--- src/rtl/enc_cw_formatter_pkg.sv ---
// -----------------------------------------------------------------------------
// encoder_pkg
// Shared constants and types for the RS encoder codeword formatter.
//   EGF_DIM        bits per GF symbol
//   ENC_SYM        symbols per output beat
//   ENC_MES_LEN    message symbols per codeword (multiple of ENC_SYM)
//   ENC_PAR_LEN    parity symbols per codeword (multiple of ENC_SYM)
//   ENC_MES_BEATS / ENC_PAR_BEATS   beats per codeword section
//   egf_sym_t      one GF symbol
//   enc_cwf_state_t formatter FSM state {MES, PAR}
// -----------------------------------------------------------------------------
package encoder_pkg;

  localparam int EGF_DIM       = 8;
  localparam int ENC_SYM       = 4;
  localparam int ENC_MES_LEN   = 240;
  localparam int ENC_PAR_LEN   = 16;
  localparam int ENC_MES_BEATS = ENC_MES_LEN / ENC_SYM;
  localparam int ENC_PAR_BEATS = ENC_PAR_LEN / ENC_SYM;

  typedef logic [EGF_DIM-1:0] egf_sym_t;

  typedef enum logic {
    MES = 1'b0,
    PAR = 1'b1
  } enc_cwf_state_t;

  // Width of a counter that must reach max(a, b) - 1; never narrower than 1 bit.
  function automatic int cnt_width(input int a, input int b);
    int m;
    m = (a > b) ? a : b;
    return (m > 1) ? $clog2(m) : 1;
  endfunction

endpackage

--- src/rtl/enc_cw_formatter_if.sv ---
// -----------------------------------------------------------------------------
// enc_cw_if
// Bundles the message input, parity input and codeword output stream of the
// codeword formatter.
//   slave  modport : formatter side (consumes mes/par, produces out_*)
//   master modport : environment side (drives mes/par/out_ready)
//
// Handshake: an output beat transfers on a rising edge where out_valid and
// out_ready are both 1; while out_valid=1 and out_ready=0 the beat (data and
// flags) is held unchanged. A message beat is consumed on a rising edge where
// mes_valid=1 and con_stall=0; con_stall=1 means mes_data is not taken and the
// upstream must freeze. par_valid is a single-cycle pulse with no back-pressure.
// -----------------------------------------------------------------------------
interface enc_cw_if #(
  parameter int EGF_DIM     = encoder_pkg::EGF_DIM,
  parameter int ENC_SYM     = encoder_pkg::ENC_SYM,
  parameter int ENC_PAR_LEN = encoder_pkg::ENC_PAR_LEN
) ();

  logic [ENC_SYM*EGF_DIM-1:0]     mes_data;
  logic                           mes_valid;
  logic [ENC_PAR_LEN*EGF_DIM-1:0] par_data;
  logic                           par_valid;
  logic                           out_ready;
  logic                           con_stall;
  logic [ENC_SYM*EGF_DIM-1:0]     out_data;
  logic                           out_valid;
  logic                           out_sop;
  logic                           out_eop;
  logic                           ovf_err;

  modport slave (
    input  mes_data, mes_valid, par_data, par_valid, out_ready,
    output con_stall, out_data, out_valid, out_sop, out_eop, ovf_err
  );

  modport master (
    output mes_data, mes_valid, par_data, par_valid, out_ready,
    input  con_stall, out_data, out_valid, out_sop, out_eop, ovf_err
  );

endinterface

--- src/rtl/enc_cw_formatter_par_shadow.sv ---
// -----------------------------------------------------------------------------
// enc_par_shadow
// Holds one finished parity block and shifts it out highest-order beat first.
//   clk, rst_n     clock / asynchronous active-low reset
//   par_data_i     finished parity (index ENC_PAR_LEN-1 = highest order)
//   par_valid_i    single-cycle load pulse
//   shift_i        consume the current head beat this cycle
//   last_i         the beat being consumed is the final parity beat
//   par_full_o     shadow holds parity not yet fully emitted
//   head_o         highest-order ENC_SYM symbols of the shadow
//   ovf_err_o      sticky: a load arrived while the shadow was still full
// -----------------------------------------------------------------------------
module enc_par_shadow #(
  parameter int EGF_DIM     = encoder_pkg::EGF_DIM,
  parameter int ENC_SYM     = encoder_pkg::ENC_SYM,
  parameter int ENC_PAR_LEN = encoder_pkg::ENC_PAR_LEN
) (
  input  logic                           clk,
  input  logic                           rst_n,
  input  logic [ENC_PAR_LEN*EGF_DIM-1:0] par_data_i,
  input  logic                           par_valid_i,
  input  logic                           shift_i,
  input  logic                           last_i,
  output logic                           par_full_o,
  output logic [ENC_SYM*EGF_DIM-1:0]     head_o,
  output logic                           ovf_err_o
);

  import encoder_pkg::*;

  localparam int BEAT_W = ENC_SYM * EGF_DIM;
  localparam int PAR_W  = ENC_PAR_LEN * EGF_DIM;

  logic [PAR_W-1:0] shadow_q, shadow_d;
  logic             full_q, full_d;
  logic             ovf_q, ovf_d;
  logic             drain_done;

  // The final shift frees the shadow, so a load in the same cycle is accepted.
  assign drain_done = shift_i && last_i;

  always_comb begin
    shadow_d = shadow_q;
    full_d   = full_q;
    ovf_d    = ovf_q;
    if (shift_i) begin
      shadow_d = shadow_q << BEAT_W;
      if (last_i) begin
        full_d = 1'b0;
      end
    end
    if (par_valid_i) begin
      if (!full_q || drain_done) begin
        shadow_d = par_data_i;
        full_d   = 1'b1;
      end else begin
        ovf_d = 1'b1;
      end
    end
  end

  always_ff @(posedge clk or negedge rst_n) begin
    if (!rst_n) begin
      shadow_q <= '0;
      full_q   <= 1'b0;
      ovf_q    <= 1'b0;
    end else begin
      shadow_q <= shadow_d;
      full_q   <= full_d;
      ovf_q    <= ovf_d;
    end
  end

  assign par_full_o = full_q;
  assign head_o     = shadow_q[PAR_W-1 -: BEAT_W];
  assign ovf_err_o  = ovf_q;

endmodule

--- src/rtl/enc_cw_formatter.sv ---
// -----------------------------------------------------------------------------
// enc_cw_formatter
// Assembles each systematic RS codeword onto one beat-wide stream: all message
// beats first, then the parity beats from the parity shadow.
//   clk, rst_n       clock / asynchronous active-low reset
//   bus (slave)      mes_data/mes_valid, par_data/par_valid, out_ready in;
//                    con_stall, out_data/out_valid/out_sop/out_eop, ovf_err out
//   dbg_state_o      current FSM state
//   dbg_beat_cnt_o   beat counter within the current section, zero-extended
// con_stall is combinational: the upstream is frozen whenever the formatter
// is in PAR or the output register cannot accept a new beat.
// -----------------------------------------------------------------------------
module enc_cw_formatter #(
  parameter int EGF_DIM     = encoder_pkg::EGF_DIM,
  parameter int ENC_SYM     = encoder_pkg::ENC_SYM,
  parameter int ENC_MES_LEN = encoder_pkg::ENC_MES_LEN,
  parameter int ENC_PAR_LEN = encoder_pkg::ENC_PAR_LEN
) (
  input  logic                        clk,
  input  logic                        rst_n,
  enc_cw_if.slave                     bus,
  output encoder_pkg::enc_cwf_state_t dbg_state_o,
  output logic [15:0]                 dbg_beat_cnt_o
);

  import encoder_pkg::*;

  localparam int BEAT_W    = ENC_SYM * EGF_DIM;
  localparam int MES_BEATS = ENC_MES_LEN / ENC_SYM;
  localparam int PAR_BEATS = ENC_PAR_LEN / ENC_SYM;
  localparam int CNT_W     = cnt_width(MES_BEATS, PAR_BEATS);

  localparam logic [CNT_W-1:0] MES_LAST = CNT_W'(MES_BEATS - 1);
  localparam logic [CNT_W-1:0] PAR_LAST = CNT_W'(PAR_BEATS - 1);

  enc_cwf_state_t    state_q;
  logic [CNT_W-1:0]  beat_cnt_q;
  logic [BEAT_W-1:0] out_data_q;
  logic              out_valid_q;
  logic              out_sop_q;
  logic              out_eop_q;

  logic              slot_free;
  logic              con_stall;
  logic              mes_take;
  logic              par_emit;
  logic              par_last;
  logic              par_full;
  logic [BEAT_W-1:0] par_head;
  logic              ovf_err;

  // The output register can take a new beat when empty or being drained now.
  assign slot_free = !out_valid_q || bus.out_ready;
  assign con_stall = !((state_q == MES) && slot_free);
  assign mes_take  = bus.mes_valid && !con_stall;
  assign par_emit  = (state_q == PAR) && slot_free && par_full;
  assign par_last  = (beat_cnt_q == PAR_LAST);

  enc_par_shadow #(
    .EGF_DIM     (EGF_DIM),
    .ENC_SYM     (ENC_SYM),
    .ENC_PAR_LEN (ENC_PAR_LEN)
  ) u_shadow (
    .clk         (clk),
    .rst_n       (rst_n),
    .par_data_i  (bus.par_data),
    .par_valid_i (bus.par_valid),
    .shift_i     (par_emit),
    .last_i      (par_last),
    .par_full_o  (par_full),
    .head_o      (par_head),
    .ovf_err_o   (ovf_err)
  );

  always_ff @(posedge clk or negedge rst_n) begin
    if (!rst_n) begin
      state_q     <= MES;
      beat_cnt_q  <= '0;
      out_data_q  <= '0;
      out_valid_q <= 1'b0;
      out_sop_q   <= 1'b0;
      out_eop_q   <= 1'b0;
    end else begin
      case (state_q)
        MES: begin
          if (mes_take) begin
            out_data_q  <= bus.mes_data;
            out_valid_q <= 1'b1;
            out_sop_q   <= (beat_cnt_q == '0);
            out_eop_q   <= 1'b0;
            if (beat_cnt_q == MES_LAST) begin
              beat_cnt_q <= '0;
              state_q    <= PAR;
            end else begin
              beat_cnt_q <= beat_cnt_q + 1'b1;
            end
          end else if (slot_free) begin
            out_valid_q <= 1'b0;
            out_sop_q   <= 1'b0;
            out_eop_q   <= 1'b0;
          end
        end
        PAR: begin
          if (slot_free) begin
            if (par_full) begin
              out_data_q  <= par_head;
              out_valid_q <= 1'b1;
              out_sop_q   <= 1'b0;
              out_eop_q   <= par_last;
              if (par_last) begin
                beat_cnt_q <= '0;
                state_q    <= MES;
              end else begin
                beat_cnt_q <= beat_cnt_q + 1'b1;
              end
            end else begin
              // Parity not ready yet: emit a bubble, keep position.
              out_valid_q <= 1'b0;
              out_sop_q   <= 1'b0;
              out_eop_q   <= 1'b0;
            end
          end
        end
        default: state_q <= MES;
      endcase
    end
  end

  assign bus.con_stall = con_stall;
  assign bus.out_data  = out_data_q;
  assign bus.out_valid = out_valid_q;
  assign bus.out_sop   = out_sop_q;
  assign bus.out_eop   = out_eop_q;
  assign bus.ovf_err   = ovf_err;

  assign dbg_state_o    = state_q;
  assign dbg_beat_cnt_o = 16'(beat_cnt_q);

endmodule
--- src/flat_wrapper.sv ---
// flat-port wrapper written by rule: the top's interface ports become plain ports
module enc_cw_formatter_flat import encoder_pkg::*;
#(
  parameter int EGF_DIM     = encoder_pkg::EGF_DIM,
  parameter int ENC_SYM     = encoder_pkg::ENC_SYM,
  parameter int ENC_MES_LEN = encoder_pkg::ENC_MES_LEN,
  parameter int ENC_PAR_LEN = encoder_pkg::ENC_PAR_LEN
)
  (clk, rst_n, dbg_state_o, dbg_beat_cnt_o, bus_mes_data, bus_mes_valid, bus_par_data, bus_par_valid, bus_out_ready, bus_con_stall, bus_out_data, bus_out_valid, bus_out_sop, bus_out_eop, bus_ovf_err);
  enc_cw_if #(.EGF_DIM(EGF_DIM), .ENC_SYM(ENC_SYM), .ENC_PAR_LEN(ENC_PAR_LEN)) bus_i ();
  input  logic clk;
  input  logic rst_n;
  output encoder_pkg::enc_cwf_state_t dbg_state_o;
  output logic [15:0] dbg_beat_cnt_o;
  input wire logic [$bits(bus_i.mes_data)-1:0] bus_mes_data;
  input wire logic [$bits(bus_i.mes_valid)-1:0] bus_mes_valid;
  input wire logic [$bits(bus_i.par_data)-1:0] bus_par_data;
  input wire logic [$bits(bus_i.par_valid)-1:0] bus_par_valid;
  input wire logic [$bits(bus_i.out_ready)-1:0] bus_out_ready;
  output wire logic [$bits(bus_i.con_stall)-1:0] bus_con_stall;
  output wire logic [$bits(bus_i.out_data)-1:0] bus_out_data;
  output wire logic [$bits(bus_i.out_valid)-1:0] bus_out_valid;
  output wire logic [$bits(bus_i.out_sop)-1:0] bus_out_sop;
  output wire logic [$bits(bus_i.out_eop)-1:0] bus_out_eop;
  output wire logic [$bits(bus_i.ovf_err)-1:0] bus_ovf_err;
  assign bus_i.mes_data = bus_mes_data;
  assign bus_i.mes_valid = bus_mes_valid;
  assign bus_i.par_data = bus_par_data;
  assign bus_i.par_valid = bus_par_valid;
  assign bus_i.out_ready = bus_out_ready;
  assign bus_con_stall = bus_i.con_stall;
  assign bus_out_data = bus_i.out_data;
  assign bus_out_valid = bus_i.out_valid;
  assign bus_out_sop = bus_i.out_sop;
  assign bus_out_eop = bus_i.out_eop;
  assign bus_ovf_err = bus_i.ovf_err;
  enc_cw_formatter #(.EGF_DIM(EGF_DIM), .ENC_SYM(ENC_SYM), .ENC_MES_LEN(ENC_MES_LEN), .ENC_PAR_LEN(ENC_PAR_LEN)) u_core (.clk(clk), .rst_n(rst_n), .bus(bus_i), .dbg_state_o(dbg_state_o), .dbg_beat_cnt_o(dbg_beat_cnt_o));
endmodule
--- config.mk ---
export PLATFORM = sky130hd
export DESIGN_NAME = enc_cw_formatter_flat
export DESIGN_NICKNAME = d
export VERILOG_FILES = /design/src/rtl/enc_cw_formatter_pkg.sv /design/src/rtl/enc_cw_formatter_if.sv /design/src/rtl/enc_cw_formatter_par_shadow.sv /design/src/rtl/enc_cw_formatter.sv /design/src/flat_wrapper.sv
export SDC_FILE = /design/constraint.sdc
export NUM_CORES = 1
export LEC_CHECK = 0
export CAP_MARGIN = 20
export CELL_PAD_IN_SITES_DETAIL_PLACEMENT = 0
export CELL_PAD_IN_SITES_GLOBAL_PLACEMENT = 2
export CORE_UTILIZATION = 39
export CTS_CLUSTER_DIAMETER = 80
export DETAILED_ROUTE_END_ITERATION = 10
export DONT_BUFFER_PORTS = 1
export MAX_ROUTING_LAYER = met4
export PLACE_DENSITY = 0.83
export SLEW_MARGIN = 10
export SYNTH_ARGS = -nofsm -noshare
export SYNTH_HDL_FRONTEND = slang
export SYNTH_HIERARCHICAL = 1
export SYNTH_SLANG_ARGS = --single-unit
--- constraint.sdc ---
create_clock -name clk -period 2.1 [get_ports clk]
set_clock_uncertainty 0.2 [all_clocks]
set_input_delay 0.42 -clock clk [delete_from_list [all_inputs] [get_ports clk]]
set_output_delay 0.42 -clock clk [all_outputs]
set_load 0.03 [all_outputs]
* Word level (Yosys, flattened, before mapping) *
Index checks and enable logic that the tools add are counted.

word-level totals
  output and inout bits = 54
  flip-flop bits (word level) = 172
  word-level logic and storage cells = 67

cells by class
  add/subtract/negate cells = 1
  bitwise logic cells = 2
  reductions and logical operators = 14
  eq/ne operators = 6
  muxes and demuxes = 35

operator list
  operator               count
  $mux W128              3
  $mux W32               3
  $pmux W32 S2           1
  $mux W6                5
  $mux W1                18
  $pmux W6 S2            1
  $pmux W1 S2            4
  $add A6 B1 Y6 const B  1
  $eq A6 B2 Y1 const B   1
  $eq A6 B6 Y1 const B   1
  $logic_not A6 Y1       1
  $logic_and A1 B1 Y1    5
  $ne A2 B2 Y1 const B   2
  $reduce_and A2 Y1      2
  $logic_not A1 Y1       3
  $ne A3 B1 Y1 const B   1
  $reduce_and A3 Y1      1
  $logic_or A1 B1 Y1     2
  $ne A2 B1 Y1 const B   1
  $not A1 Y1             2

* Logic depth before layout (Yosys ltp) *
Gate-level depths: netlist of the first run.

  word-level depth = 8
  gate-level depth with buffers = 8

* Cells and area by module *
The synthesis of the first run kept the hierarchy.

modules (own cells, without submodules)
  module            times used  cells an instance  sequential area each (sq um)  area an instance (sq um)
  enc_par_shadow    1           450                3253.1                        6959.2
  enc_cw_formatter  1           212                1051.0                        2112.0

* Least setup slack after synthesis of the first run *
Ideal clock, no wire load.

  kind = flip-flop to flip-flop
  start = reg u_core.beat_cnt_q[0]
  end = reg u_core.u_shadow.shadow_q[100]
  data required time = 1.775 ns
  stages on the path, launching flop included = 9
  arrival = 2.126 ns
  setup slack = -0.351 ns
  path through = dfrtp_1 ha_1 nand2b_1 nor4_1 a21boi_2 nand2b_4 buf_6 buf_6 mux2_4

on the way
  cells in the longest elaborated chain, start to end = 5

ends and longest elaborated chain
  item                               line                               text
  from (decl)                        enc_cw_formatter.sv:37             logic [CNT_W-1:0] beat_cnt_q;
  from (signal assigned)             enc_cw_formatter.sv:95             beat_cnt_q <= beat_cnt_q + 1'b1;
  from (signal assigned)             enc_cw_formatter.sv:114            beat_cnt_q <= beat_cnt_q + 1'b1;
  $eq A6 B2 Y1                       enc_cw_formatter.sv:57             assign par_last = (beat_cnt_q == PAR_LAST);
  net u_core.par_last                enc_cw_formatter.sv:47             logic par_last;
  $logic_and A1 B1 Y1                enc_cw_formatter_par_shadow.sv:40  assign drain_done = shift_i && last_i;
  $logic_or A1 B1 Y1                 enc_cw_formatter_par_shadow.sv:53  if (!full_q || drain_done) begin
  $mux W128                          enc_cw_formatter_par_shadow.sv:53
  $mux W128                          enc_cw_formatter_par_shadow.sv:52  if (par_valid_i) begin
  net u_core.u_shadow.shadow_d[100]  enc_cw_formatter_par_shadow.sv:34  logic [PAR_W-1:0] shadow_q, shadow_d;
  to (signal assigned)               enc_cw_formatter_par_shadow.sv:68  shadow_q <= shadow_d;
  to (decl)                          enc_cw_formatter_par_shadow.sv:34

The timed path passes the listed nets, and every way through them passes these cells.
A chain may end at the register's enable or synchronous reset.

* Worst setup path in the final report of the first run *
  start = reg u_core.beat_cnt_q[0]
  end = reg u_core.u_shadow.shadow_q[6]

Same word-level chain as after synthesis.

==> results of run 1 <==
-- per-layer routing --
metal,routed length [um],up-vias
li1,-,2546
met1,9230,2793
met2,10600,128
met3,756,22
met4,369,0
met5,0,-
-- cell usage after synthesis --
| library cell | n |
|---|---|
| mux2_4 | 120 |
| a211o_1 | 1 |
| nor2_1 | 2 |
| nand4b_1 | 1 |
| dfrtp_1 | 172 |
| nand2b_4 | 1 |
| buf_4 | 43 |
| nor2b_1 | 19 |
| or2_2 | 4 |
| a22o_1 | 2 |
| o21ai_1 | 35 |
| nand2b_1 | 3 |
| buf_2 | 9 |
| and2b_1 | 14 |
| a21boi_2 | 1 |
| o2bb2ai_1 | 1 |
| buf_1 | 3 |
| a21oi_1 | 4 |
| nor4_1 | 1 |
| and3_1 | 1 |
| inv_1 | 4 |
| a22o_2 | 1 |
| ha_1 | 2 |
| nand3_1 | 4 |
| nor4b_1 | 1 |
| nand2_1 | 38 |
| or4b_1 | 1 |
| buf_6 | 18 |
| buf_12 | 1 |
| conb_1 | 1 |
| clkbuf_1 | 10 |
| mux2_2 | 104 |
| a21o_1 | 3 |
| nor3_1 | 3 |
| mux2i_1 | 32 |
| o21ai_0 | 2 |
-- state kept, by name, summed over array words and instances (netlist names) --
name and count:
u_core/bus.out_eop 1, u_core/dbg_state_o 1, u_core/u_shadow/ovf_err_o 1, u_core/bus.out_data 32, u_core/u_shadow/shadow_q 128, u_core/bus.out_valid 1
u_core/bus.out_sop 1, u_core/u_shadow/par_full_o 1, u_core/beat_cnt_q 6
-- where the power goes --
part | internal [uW] | leakage [uW] | switching (uW) | total (uW)
logic | 3580 | 0.00313 | 2020 | 5590
clock network | 1900 | 0.000284 | 1320 | 3220
registers | 4740 | 0.00216 | 1560 | 6300
-- through the flow --
stage / total power (uW) / area (um2) / setup WS, ns / hold WS (ns)
after global routing: 15900 / 11600 / -0.0398 / -0.530
after detailed placement: 11500 / 9380 / 0.00420 / -0.0721
after global placement: 11300 / 9380 / 0.0594 / -0.0717
final: 15100 / 11600 / 0.0212 / -0.496
after CTS: 15100 / 11500 / -0.00612 / -0.526
after floorplan: 10800 / 9220 / -0.00445 / -0.0756
-- logic make-up (layout without fill, tap and decap cells) --
family | count (synthesis) | count (layout) | share of synthesized area, %
buffers and inverters | 88 | 238 | 7.21
other | 1 | 11 | 0.0413
multiplexers | 256 | 256 | 36.3
flip-flops | 172 | 172 | 47.4
adder cells (fa/ha/maj) | 2 | 2 | 0.276
AND/OR/NAND/NOR | 93 | 93 | 5.59
AO/OA/AOI/OAI | 50 | 50 | 3.13
-- repair_timing --
| action | 4_1_cts | 5_1_grt |
|---|---|---|
| gates cloned | 0 | 1 |
| setup buffers | 0 | 6 |
| resized for setup | 3 | 12 |
| pin swaps | 0 | 0 |
| endpoints found under the hold margin | 325 | 172 |
| endpoints found under the setup margin | 2 | 109 |
-- worst reg2reg max path, cell delays in order, from the launching register on --
cell and delay [ns]:
dfrtp_2 0.43, ha_4 0.17, nand2b_4 0.08, nor4_4 0.04
a21boi_2 0.17, nand2b_4 0.21, buf_12 0.15, buf_12 0.16
mux2_2 0.36
-- layout make-up --
| cell class | instances | area (um2) | area share, % |
|---|---|---|---|
| Antenna cell | 1 | 2.50 | 0.0215 |
| Clock buffer | 21 | 450 | 3.87 |
| Clock inverter | 10 | 141 | 1.22 |
| Inverter | 4 | 15.0 | 0.129 |
| Multi-Input combinational cell | 411 | 4210 | 36.2 |
| Sequential cell | 172 | 4310 | 37.1 |
| Tap cell | 285 | 357 | 3.07 |
| Timing Repair Buffer | 203 | 2140 | 18.4 |
-- worst paths after layout --
| kind | start | endpoint | slack [ns] |
|---|---|---|---|
| max | u_core/beat_cnt_q[0]$_DFFE_PN0P_ | u_core/u_shadow/shadow_q[6]$_DFF_PN0_ | 0.02 |
| min | rst_n | u_core/u_shadow/shadow_q[25]$_DFF_PN0_ | -0.50 |
| max reg2reg | u_core/beat_cnt_q[0]$_DFFE_PN0P_ | u_core/u_shadow/shadow_q[6]$_DFF_PN0_ | 0.02 |
| min reg2reg | u_core/u_shadow/shadow_q[99]$_DFF_PN0_ | u_core/bus.out_data[3]$_DFFE_PN0P_ | 0.35 |
| max in group asynchronous | rst_n | u_core/u_shadow/shadow_q[51]$_DFF_PN0_ | 1.87 |
| min in group clk | bus_mes_data[10] | u_core/bus.out_data[10]$_DFFE_PN0P_ | 0.01 |
==> impl_results.md, run 1 <==
- Status: finished with violations
- Failing checks: negative hold slack
- Final Cycle Share: between 90% and 100%
- Delay of the slowest cell on the worst path: 0.43 ns
- Max_cap viols: 0
- PwrDens: between 1000 and 1500 nW/um2
- Drt via density: 4.96
- Final antenna-violating net count: 0
- Iteration-0 DRC count of the detailed router: between 200 and 250
- Syn. warnings: 6
- WP data required: around 2.2 ns
- Worst-case clock buffer depth: 2
- Vias in the first global route: between 6000 and 7000
- Initial antenna violation count: 1
- Port Buf Inserts: 0
- First-pass GRT wire length: about 33000 um
- Post-layout util: 51.2%
- Mapped cell area: slightly above 9000 um2
- Final Hold Fails: ~170
- Clock sinks: 172
- Setup crit end kind: flip-flop
- Total stage count of the critical path: 8
- Cell Count Post-Placement: ~920
- Starting Density: between 30 and 40%
- Syn-to-layout area delta: 28.2%
- Dpl hpwl: around 14000 um
- Leading cell types by total area after synthesis: dfrtp_1 47%, mux2_4 20%, mux2_2 13%, buf_4 3.6%, mux2i_1 3.5%
- Mean Syn Cell Area: 13.7 um2
- Via count: about 5500
- Count of state elements after synthesis: roughly 170
- Total GRT Usage: between 10% and 20%
- Slew Limit Fails: 0
- Hold Slack: -0.496 ns
- Slowest cell on crit path: dfrtp_2
- Gr ovfl total: 0
- CTS tree: built
- Largest net degree at the start of global routing: between 150 and 200
- CP arrival: 2.17 ns
- Post-synthesis instance total: 662
- Kind of critical path: flip-flop to flip-flop
- CP Buf/Inv Count: 2
- Site row count: 55
- H-tree depth reported by CTS: 4
- Cell leakage power: 0.00558 uW
- Die Wd: 155 um
- Die ar.: around 24000 um2
- CP Max Fanout: 13
- DRC: 0
- GRT busiest layer: met2
- Fin Setup TNS: 0 ns
- Final Setup Violations: 0
- Clk root buf: clkbuf_16
- Post-route insts no fill: about 1100
- CP Cell Sequence: ha_4, nand2b_4, nor4_4, a21boi_2, nand2b_4, buf_12, buf_12, mux2_2
- # hold bufs at CTS: 152
- GP Congestion: 0.825
- IO Pins: approximately 220
- Cell accounting for the most synthesized area: dfrtp_1
- Post-synth top area share: between 40% and 50%
- Later-pin clock latency in the skew report: a little over 0.4 ns
- Nets: 976
- Met3 GRT Util: approximately 3.4%
- Inserted Clock Buffers: 17
- Fmax: 481 MHz
- Layout cell share with drive strength beyond 1: 39.1%
- DIE HEIGHT: between 150 and 200 um
- Final Critical Period: 2.08 ns
- Most frequent cells in the layout: 167 x dfrtp_1, 152 x dlygate4sd3_1, 124 x mux2_4
- Max VDD drop: between 0.5 and 0.6 mV
- CP startpoint kind: flip-flop
- HP Class: primary input to async pin
- Reg2Reg Depth: 8
- Met1 Usage GRT: between 20% and 30%
- Synth cell types: 36
- Top Family by Delay on Critical Path: flip-flops
- Commonest non-fill, non-tap cell in the layout: dfrtp_1
- GR Util met2: 30.1%
- Total wire length: 20900 um
- Drt wl/cell: approximately 19 um
- Clk pin slew, worst setup/hold paths: 0.07 ns
- Pre-antenna DRT Iters: 4
- RSZ-0062 raised after global routing: yes
- Seq/Total Area, Yosys: ~47%
- Core area: 22700 um2
- Fillers: approximately 1900
(Power assumes the default switching activity.)
==> inputs of run 2 (changes only) <==
--- a/config.mk
+++ b/config.mk
@@ -8,12 +8,12 @@
 export CAP_MARGIN = 20
 export CELL_PAD_IN_SITES_DETAIL_PLACEMENT = 0
 export CELL_PAD_IN_SITES_GLOBAL_PLACEMENT = 2
-export CORE_UTILIZATION = 39
+export CORE_UTILIZATION = 43
 export CTS_CLUSTER_DIAMETER = 80
 export DETAILED_ROUTE_END_ITERATION = 10
 export DONT_BUFFER_PORTS = 1
 export MAX_ROUTING_LAYER = met4
-export PLACE_DENSITY = 0.83
+export PLACE_DENSITY = 0.87
 export SLEW_MARGIN = 10
 export SYNTH_ARGS = -nofsm -noshare
 export SYNTH_HDL_FRONTEND = slang
==> constraint.sdc (replaced) <==
create_clock -name clk -period 2.28 [get_ports clk]
set_clock_uncertainty 0.2 [all_clocks]
set_input_delay 0.456 -clock clk [delete_from_list [all_inputs] [get_ports clk]]
set_output_delay 0.456 -clock clk [all_outputs]
set_load 0.03 [all_outputs]
==> run 2 against run 1 <==
Net effect: the flow still finishes with violations (negative hold slack); non-clock buffer count down 25; hold slack improved by 0.027 ns; worst setup slack improved by 0.045 ns; first-iteration DRC count grew 5.4%; sequential power fell by 7.8%; clock-buffer cell count unchanged; final area fell by 2.7%; via count fell by 2.5%; utilization rose by 4.2 points; global-route usage is 1.9 points higher; register-to-register slack better by 0.04 ns; largest cell class unchanged.
==> impl_results.md, run 2 (synthesized netlist as in run 1, its figures left out) <==
- Status: finished with violations
- Failing checks: negative hold slack
- DRC: 0 (unchanged)
- Psw: 4510 uW (-7.9%)
- PwrDens: 1190 nW/um2 (-8.2%)
- Syn-to-layout area delta: 24.7%
- Slowest cell on crit path: dfrtp_1
- CP Cell Sequence: nor2b_2, nor2_4, buf_12, buf_12, mux2_2, mux2_4
- Kind of critical path: flip-flop to flip-flop
- Setup crit end kind: flip-flop
- RSZ-0062 raised after global routing: no
- Nets: 951 (-2.6%)
- IO Pins: 219 (unchanged)
- Iteration-0 DRC count of the detailed router: 216 (+5.4%)
- Crit path top cell by count: buf_12
- Dpl hpwl: 13700 um (-2.8%)
- Pre-antenna DRT Iters: 5 (+1)
- Seq pwr share: 43.1% (+1.4 points)
- Max VDD drop: 0.499 mV (-9.6%)
- Clk pin slew, worst setup/hold paths: 0.07 ns (about the same)
- Switching part of the total: 33.4% (+1.0 points)
- Commonest non-fill, non-tap cell in the layout: dfrtp_1
- Worst-case clock buffer depth: 2 (unchanged)
- Delay of the slowest cell on the worst path: 0.39 ns (-0.04 ns)
- Combinational share of power: 36.7% (-0.3 points)
- Crit Reg-Reg Startpoint: u_core/bus.out_valid$_DFFE_PN0P_
- CP Max Fanout: 39 (+26)
- Site row count: 52 (-5.5%)
- Die Wd: 147 um (-4.7%)
- Later-pin clock latency in the skew report: 0.42 ns (about the same)
- Clock sinks: 172 (unchanged)
- Final Setup Violations: 0 (unchanged)
- Final Cycle Share: 97.1% (-1.9 points)
- H-tree depth reported by CTS: 4 (unchanged)
- CP Buf/Inv Count: 2 (unchanged)
- Core area: 20400 um2 (-10%)
- Most frequent cells in the layout: 169 x dfrtp_1, 131 x dlygate4sd3_1, 120 x mux2_4
- Port Buf Inserts: 0 (unchanged)
- First-pass GRT wire length: 32300 um (-0.76%)
- # hold bufs at CTS: 131 (-14%)
- Via count: 5353 (-2.5%)
- Max_cap viols: 0 (unchanged)
- CP arrival: 2.32 ns (+0.15 ns)
- Final Hold Fails: 172 (unchanged)
- WP data required: 2.39 ns (+0.20 ns)
- Die ar.: 21700 um2 (-9.2%)
- Initial antenna violation count: 0 (-1)
- HP Class: primary input to async pin
- Total GRT Usage: 19.9% (+1.9 points)
- CP startpoint kind: flip-flop
- Slew Limit Fails: 0 (unchanged)
- Largest net degree at the start of global routing: 173 (unchanged)
- Clk root buf: clkbuf_16
- Hold Slack: -0.469 ns (+0.0269 ns)
- Drt wl/cell: 19.4 um (+2.6%)
- Flip-flop count of the largest register after layout: 128 (unchanged)
- Top Family by Delay on Critical Path: multiplexers
- Antenna cells: 0 (-1)
- Vias in the first global route: 5883 (-2.9%)
- Fin Setup TNS: 0 ns (unchanged)
- Total wire length: 20700 um (-1.1%)
- Fmax: 452 MHz (-6.1%)
- Layout cell share with drive strength beyond 1: 39.9% (+0.80 points)
- Final antenna-violating net count: 0 (unchanged)
- GP Congestion: 0.857 (+3.9%)
- P_int: 8980 uW (-12%)
- Reg with most FFs: u_core/u_shadow/shadow_q
- Cell leakage power: 0.00545 uW (-2.3%)
- CTS tree: built
- Starting Density: 44.4% (+4.5 points)
- Clock share of power: 20.3% (-1.0 points)
- Inserted Clock Buffers: 17 (unchanged)
- Gr ovfl total: 0 (unchanged)
- Total power: 13500 uW (-11%)
- Final Critical Period: 2.21 ns (+0.135 ns)
- Critical path origin: u_core/bus.out_valid$_DFFE_PN0P_
- DIE HEIGHT: 147 um (-4.7%)
- Drt via density: 5.02 (+1.2%)
## run 2: cell types whose count changed in the layout (fill, tap and decap cells not counted), sizes merged
cell / change
bufinv: -3
clkbuf: +3
clkinv: -1
buf: -7
diode: -1
clkinvlp: +2
inv: +3
dlygate4sd3: -21
## run 2: worst paths after layout
kind                                                     endpoint  slack (ns)  cells past startpoint
max in group asynchronous     u_core/bus.out_data[18]$_DFFE_PN0P_        2.15                      0
hold / removal                 u_core/bus.out_data[2]$_DFFE_PN0P_       -0.47                      0
hold reg to reg                u_core/bus.out_data[1]$_DFFE_PN0P_        0.36                      2
min in group clk               u_core/bus.out_data[2]$_DFFE_PN0P_        0.02                      2
setup / recovery           u_core/u_shadow/shadow_q[50]$_DFF_PN0_        0.07                      6
setup reg to reg           u_core/u_shadow/shadow_q[50]$_DFF_PN0_        0.07                      6
## run 2: layout make-up
type | instances | area, um2
Tap cell | 270 | 338
Clock buffer | 21 | 470
Sequential cell | 172 | 4310
Multi-Input combinational cell | 411 | 4180
Inverter | 4 | 15.0
Timing Repair Buffer | 178 | 1910
Fill cell | 1648 | 9120
Clock inverter | 11 | 83.8
## run 2: power groups by stage
stage	logic [uW]	clock network, uW	registers, uW
final	4950	2730	5810
after detailed placement	4690	0	5850
after CTS	4900	2810	5790
after global placement	4480	0	5760
after floorplan	4300	0	5560
after global routing	5370	2930	5960
## run 2: timing repair
item	CTS	global route
gates cloned	0	4
hold endpoints to repair	304	172
buffers inserted	0	12
pin swaps	0	0
resized for setup	2	7
setup endpoints to repair	2	103
## run 2: layer usage
metal	global-route usage [%]	up-vias	share of wire, %
met3	4.91	33	5.1
met1	24.5	2656	42
met4	6.03	0	1.9
met2	32.4	153	51
met5	-	-	0
li1	-	2511	-
## run 2: stage by stage
step	hold WS [ns]	instance area [um2]	utilization, %	setup WS (ns)	std cells
finish	-0.469	11300	55.4	0.0660	1067
floorplan	-0.0396	9120	-	0.0393	671
global route	-0.497	11300	55.4	0.0126	1067
detailed placement	-0.0308	9210	45.1	0.0103	888
global placement	-0.0339	9210	45.1	0.0768	888
CTS	-0.494	11100	54.2	0.00610	1051
